$ cat config.mk
export PLATFORM = sky130hd
export DESIGN_NAME = pwm_capture
export DESIGN_NICKNAME = d
export VERILOG_FILES = /design/src/rtl/pwm_capture.sv
export SDC_FILE = /design/constraint.sdc
export NUM_CORES = 1
export LEC_CHECK = 0
export CAP_MARGIN = 20
export CORE_MARGIN = 4
export CORE_UTILIZATION = 33
export CTS_CLUSTER_SIZE = 12
export DETAILED_ROUTE_END_ITERATION = 12
export GPL_ROUTABILITY_DRIVEN = 0
export PLACE_DENSITY = 0.58
export SLEW_MARGIN = 20
export SYNTH_ARGS = -nofsm -noshare
export SYNTH_HDL_FRONTEND = slang
export SYNTH_SLANG_ARGS = --single-unit
$ cat constraint.sdc
create_clock -name clock -period 6.6 [get_ports clock]
set_input_delay 0.66 -clock clock [delete_from_list [all_inputs] [get_ports clock]]
set_output_delay 0.66 -clock clock [all_outputs]
set_load 0.02 [all_outputs]
$ cat src/rtl/pwm_capture.sv
// PWM duty-cycle recovery: synchronizes a PWM stream, measures the high time of each
// nominal 2^BITS-clock period, tracks lock, and flags flat (stuck) inputs and silence.
module pwm_capture #(
    parameter int unsigned BITS         = 6,
    parameter int unsigned LOCK_PERIODS = 4,
    parameter int unsigned SIL_LENGTH   = 4
) (
    input  logic            clock,
    input  logic            reset_n,
    input  logic            pwm_in,
    output logic [BITS-1:0] level,
    output logic            level_valid,
    output logic            locked,
    output logic            period_err,
    output logic            sil
);

    localparam int unsigned CW = BITS + 1;
    localparam int unsigned SW = SIL_LENGTH + 1;
    localparam logic [CW-1:0] CNT_MAX  = '1;
    localparam logic [CW-1:0] NOMINAL  = CW'(2**BITS);
    localparam logic [CW-1:0] TIMEOUT  = CW'(2**BITS + 1);
    localparam logic [SW-1:0] SIL_MAX  = SW'(2**SIL_LENGTH);
    localparam logic [3:0]    GOOD_MAX = 4'(LOCK_PERIODS);

    typedef enum logic [1:0] {ACQUIRE, MEASURE, FLAT} state_t;

    logic            s1_q, s2_q, s3_q;
    logic            rise;
    state_t          state_q, state_d;
    logic [CW-1:0]   period_q, period_d;
    logic [CW-1:0]   high_q, high_d;
    logic [BITS-1:0] flat_q, flat_d;
    logic [BITS-1:0] level_q, level_d;
    logic            valid_q, valid_d;
    logic            err_q, err_d;
    logic            locked_q, locked_d;
    logic [3:0]      good_q, good_d;
    logic [SW-1:0]   same_q, same_d;
    logic            emit;
    logic [BITS-1:0] sample;

    assign rise = s2_q & ~s3_q;

    always_comb begin
        state_d  = state_q;
        period_d = (period_q == CNT_MAX) ? period_q : period_q + 1'b1;
        high_d   = (s2_q && high_q != CNT_MAX) ? high_q + 1'b1 : high_q;
        flat_d   = flat_q + 1'b1;
        level_d  = level_q;
        valid_d  = 1'b0;
        err_d    = 1'b0;
        locked_d = locked_q;
        good_d   = good_q;
        same_d   = same_q;
        emit     = 1'b0;
        sample   = '0;

        if (rise) begin
            period_d = CW'(1);
            high_d   = CW'(1);
        end

        unique case (state_q)
            ACQUIRE: begin
                if (rise) state_d = MEASURE;
            end
            MEASURE: begin
                if (rise) begin
                    if (period_q == NOMINAL) begin
                        emit   = 1'b1;
                        sample = high_q[BITS-1:0];
                        good_d = (good_q == GOOD_MAX) ? good_q : good_q + 1'b1;
                        if (good_d == GOOD_MAX) locked_d = 1'b1;
                    end else begin
                        err_d    = 1'b1;
                        good_d   = '0;
                        locked_d = 1'b0;
                    end
                end else if (period_q == TIMEOUT) begin
                    state_d = FLAT;
                    emit    = 1'b1;
                    sample  = s2_q ? '1 : '0;
                    flat_d  = BITS'(1);
                end
            end
            FLAT: begin
                if (rise) begin
                    state_d = MEASURE;
                end else if (flat_q == '0) begin
                    // flat_q wraps every 2^BITS clocks after the entry sample
                    emit   = 1'b1;
                    sample = s2_q ? '1 : '0;
                end
            end
            default: state_d = ACQUIRE;
        endcase

        if (emit) begin
            valid_d = 1'b1;
            level_d = sample;
            if (sample == level_q)
                same_d = (same_q == SIL_MAX) ? same_q : same_q + 1'b1;
            else
                same_d = SW'(1);
        end
    end

    always_ff @(posedge clock or negedge reset_n) begin
        if (!reset_n) begin
            s1_q     <= 1'b0;
            s2_q     <= 1'b0;
            s3_q     <= 1'b0;
            state_q  <= ACQUIRE;
            period_q <= '0;
            high_q   <= '0;
            flat_q   <= '0;
            level_q  <= '0;
            valid_q  <= 1'b0;
            err_q    <= 1'b0;
            locked_q <= 1'b0;
            good_q   <= '0;
            same_q   <= '0;
        end else begin
            s1_q     <= pwm_in;
            s2_q     <= s1_q;
            s3_q     <= s2_q;
            state_q  <= state_d;
            period_q <= period_d;
            high_q   <= high_d;
            flat_q   <= flat_d;
            level_q  <= level_d;
            valid_q  <= valid_d;
            err_q    <= err_d;
            locked_q <= locked_d;
            good_q   <= good_d;
            same_q   <= same_d;
        end
    end

    assign level       = level_q;
    assign level_valid = valid_q;
    assign period_err  = err_q;
    assign locked      = locked_q;
    assign sil         = (same_q == SIL_MAX);

endmodule

==> flow_summary_export.csv <==
group,metric,value,unit
worst_setup_path,worst-r2r-cell-count,9,
placement,portBuffers,12,
worst_setup_path,worstSetupEndpoint,"same_q[1]",
floorplan,core_area,7730,um^2
cts,root_buffer,"clkbuf_8",
drt,drt_pass1_iterations,4,
sta,skew,8.22,ps
worst_setup_path,rr_startpoint,"state_q[0]",
logic_synthesis,synthArstFlopShare,1.00,
cts,cts_made_buffers,5,
worst_setup_path,setup.worst_path.start,"state_q[0]",
cts,cts-resized-gates,0,
placement,hpwl,3840,um
logic_synthesis,synth_edf_count,0,
logic_synthesis,synthFlopType,"dfrtp_1",
drt,vias,1979,
power_and_ir_drop,p_leak,1.26,nW
worst_setup_path,regToRegSetupSlack,4070,ps
logic_synthesis,synth_fp_nets,288,
final_layout,nNetsFinal,299,
global_routing,grt_remaining_overflow,0,
cts,cts_max_level,2,
logic_synthesis,syn-cell-area,2620,um^2
floorplan,initial_core_util,0.339,
global_routing,grt_pass1_wl,9030,um
final_layout,multiInputGateArea,1410,um^2
cts,cts_post_setup_buffers_inserted,0,
final_layout,area_growth,9.59,%
cts,cts.sinks,43,
logic_synthesis,yosys_warnings,0,
logic_synthesis,synth_cell_types,61,
sta,tightest_slew,629,ps
global_routing,grt_pass1_vias,1915,
drt,wirelength,5170,um
final_layout,register_area,1080,um^2
power_and_ir_drop,vdd_drop_max,0.0976,mV
cts,cts_tree,"done",
worst_setup_path,path_max_fanout,10,
logic_synthesis,ys_ff_latch,43,
sta,rsz0062_at_grt,"false",
logic_synthesis,yosys.area.top_type_share,0.410,
global_routing,grt_usage,0.114,
logic_synthesis,yosysSeqAreaShare,0.410,
drt,viasPerCell,5.15,
sta,relSlewSlack,0.579,
sta,period_needed,2530,ps
logic_synthesis,yosysTopAreaCell,"dfrtp_1",
floorplan,row_count,32,
min_path,hp-class,"primary input to asynchronous set/reset pin",
sta,finalCritPeriodShare,0.384,
floorplan,die_y,97.1,um
final_layout,instances_no_fill,384,
floorplan,ios,13,
logic_synthesis,syn_avg_cell_area,9.71,um^2
worst_setup_path,path_cells,"inv_1 -> ha_1 -> nand4bb_4 -> or2_0 -> o211ai_1 -> a311o_1 -> a211oi_2 -> nor3b_2 -> a22o_1",
logic_synthesis,synth_cells,270,
global_routing,antenna_found_initial,0,
sta,tns,0,ps
cts,cts-hold-fix-buffers,0,
sta,finalSetupViolations,0,
power_and_ir_drop,power.density,238,nW/um^2
cts,clk_latency,300,ps
drt,drc,0,
logic_synthesis,synth_area_leaders,"dfrtp_1, ha_1, nor2_1",
flow_run,maxCapViolCount,0,
sta,hold_viol_final,0,
floorplan,die_area,9440,um^2
final_layout,drive_above_1_share,0.0922,
worst_setup_path,critPathKind,"register to register",
drt,postRouteAntennaNets,0,
worst_setup_path,required,6840,ps
cts,clk_pin_slew,80,ps
worst_setup_path,cp-end-kind,"register",
global_routing,grt_max_degree,44,
final_layout,n_antenna_cell,0,
worst_setup_path,cp.arrival,2780,ps
drt,wl_per_cell,13.5,um
worst_setup_path,r2r-end,"same_q[1]",
run_status,status,"completed",
worst_setup_path,crit_path_max_incr_delay,420,ps
final_layout,num-fill-cells,776,
cts,clockBufferDepth,2,
worst_setup_path,cp_slowest_cell,"dfrtp_1",
sta,fmaxAchievable,0.395,GHz
placement,dp_cells,376,
floorplan,die_w,97.1,um
worst_setup_path,start_kind,"register",
drt,drt_iter0_drc,104,
sta,slew_viol_final,0,
[final cells by class]
class                      instances  share of cell area
clock buffer                       7              0.0266
clock inverter                     1             0.00174
inverter                          16              0.0209
multi-input combinational        203               0.491
sequential                        43               0.374
tap                              102              0.0444
timing repair buffer              12              0.0409
[where the power goes]
part	internal, mW	total [mW]	switching (mW)
sequential	0.287	0.327	0.0397
clock	0.0744	0.163	0.0891
combinational	0.0824	0.194	0.112
[synth_stat cells, types with 3 or more instances]
cell       n
dfrtp_1   43
nor2_1    34
nand2_1   21
o21ai_0   18
inv_1     16
ha_1      15
nand3_1   14
a21oi_1   11
xor2_1     8
buf_6      6
nor3_1     6
nand4_1    5
xnor2_1    5
a211oi_2   3
a22o_1     3
and3_1     3
nand2b_1   3
o211ai_1   3
[how the worst min path moves through the flow]
stage / from / end / depth (start not counted)
floorplan: s1_q / s2_q / 0
global placement: s1_q / s2_q / 0
detailed placement: s1_q / s2_q / 0
CTS: s1_q / s2_q / 0
global route: s1_q / s2_q / 0
finish: reset_n / same_q[1] / 1
[state kept, by name, indices dropped and copies added (netlist names), 2 cells and up]
signal / flops
flat_q: 6
good_q: 4
high_q: 7
level: 6
period_q: 7
same_q: 5
state_q: 2
[metrics by stage]
stage          power (mW)  hold slack, ps   util  cell area [um^2]  setup WS [ps]
2_1_floorplan       0.499             331      -              2620           4370
3_3_place_gp        0.525             362  0.361              2790           4110
3_5_place_dp        0.526             358  0.361              2790           4050
4_1_cts             0.694             377  0.372              2870           4060
5_1_grt             0.734             393  0.372              2870           3780
6_report            0.684             339  0.372              2870           4070
[cell usage in the layout (no fill, tap or decap), types with 3 or more instances in the layout]
cell type,Yosys,layout
a211oi_2,3,3
a21oi_1,11,11
a22o_1,3,3
and3_1,3,3
clkbuf_8,0,5
clkdlybuf4s50_1,0,11
dfrtp_1,43,43
ha_1,15,15
inv_1,16,16
nand2_1,21,21
nand2b_1,3,3
nand3_1,14,14
nand4_1,5,5
nor2_1,34,34
nor3_1,6,6
o211ai_1,3,3
o21ai_0,18,18
xnor2_1,5,5
xor2_1,8,8
[logic make-up after synthesis]
logic type / synth area share
AO/OA/AOI/OAI: 0.171
XOR/XNOR: 0.0434
adder cells (fa/ha/maj): 0.0716
buffers and inverters: 0.0515
flip-flops: 0.410
multiplexers: 0.0119
AND/OR/NAND/NOR: 0.240
[per-layer routing]
layer	global-route usage	vias to the layer above	wire length [um]
met2	0.179	28	2390
met1	0.157	959	2540
met3	0.0258	7	175
met4	0.0324	0	61
met5	0	-	0
li1	-	985	-
[worst max-delay path, delay by kind of cell, from the launching register on]
kind	cells	cell delay, ps
AOI/OAI and AO/OA	4	960
adders and majority gates	1	240
and+or+nand+nor	3	780
buffers and inverters	1	80
DFF	1	420
Note: power is estimated with default switching activity, not from simulation.
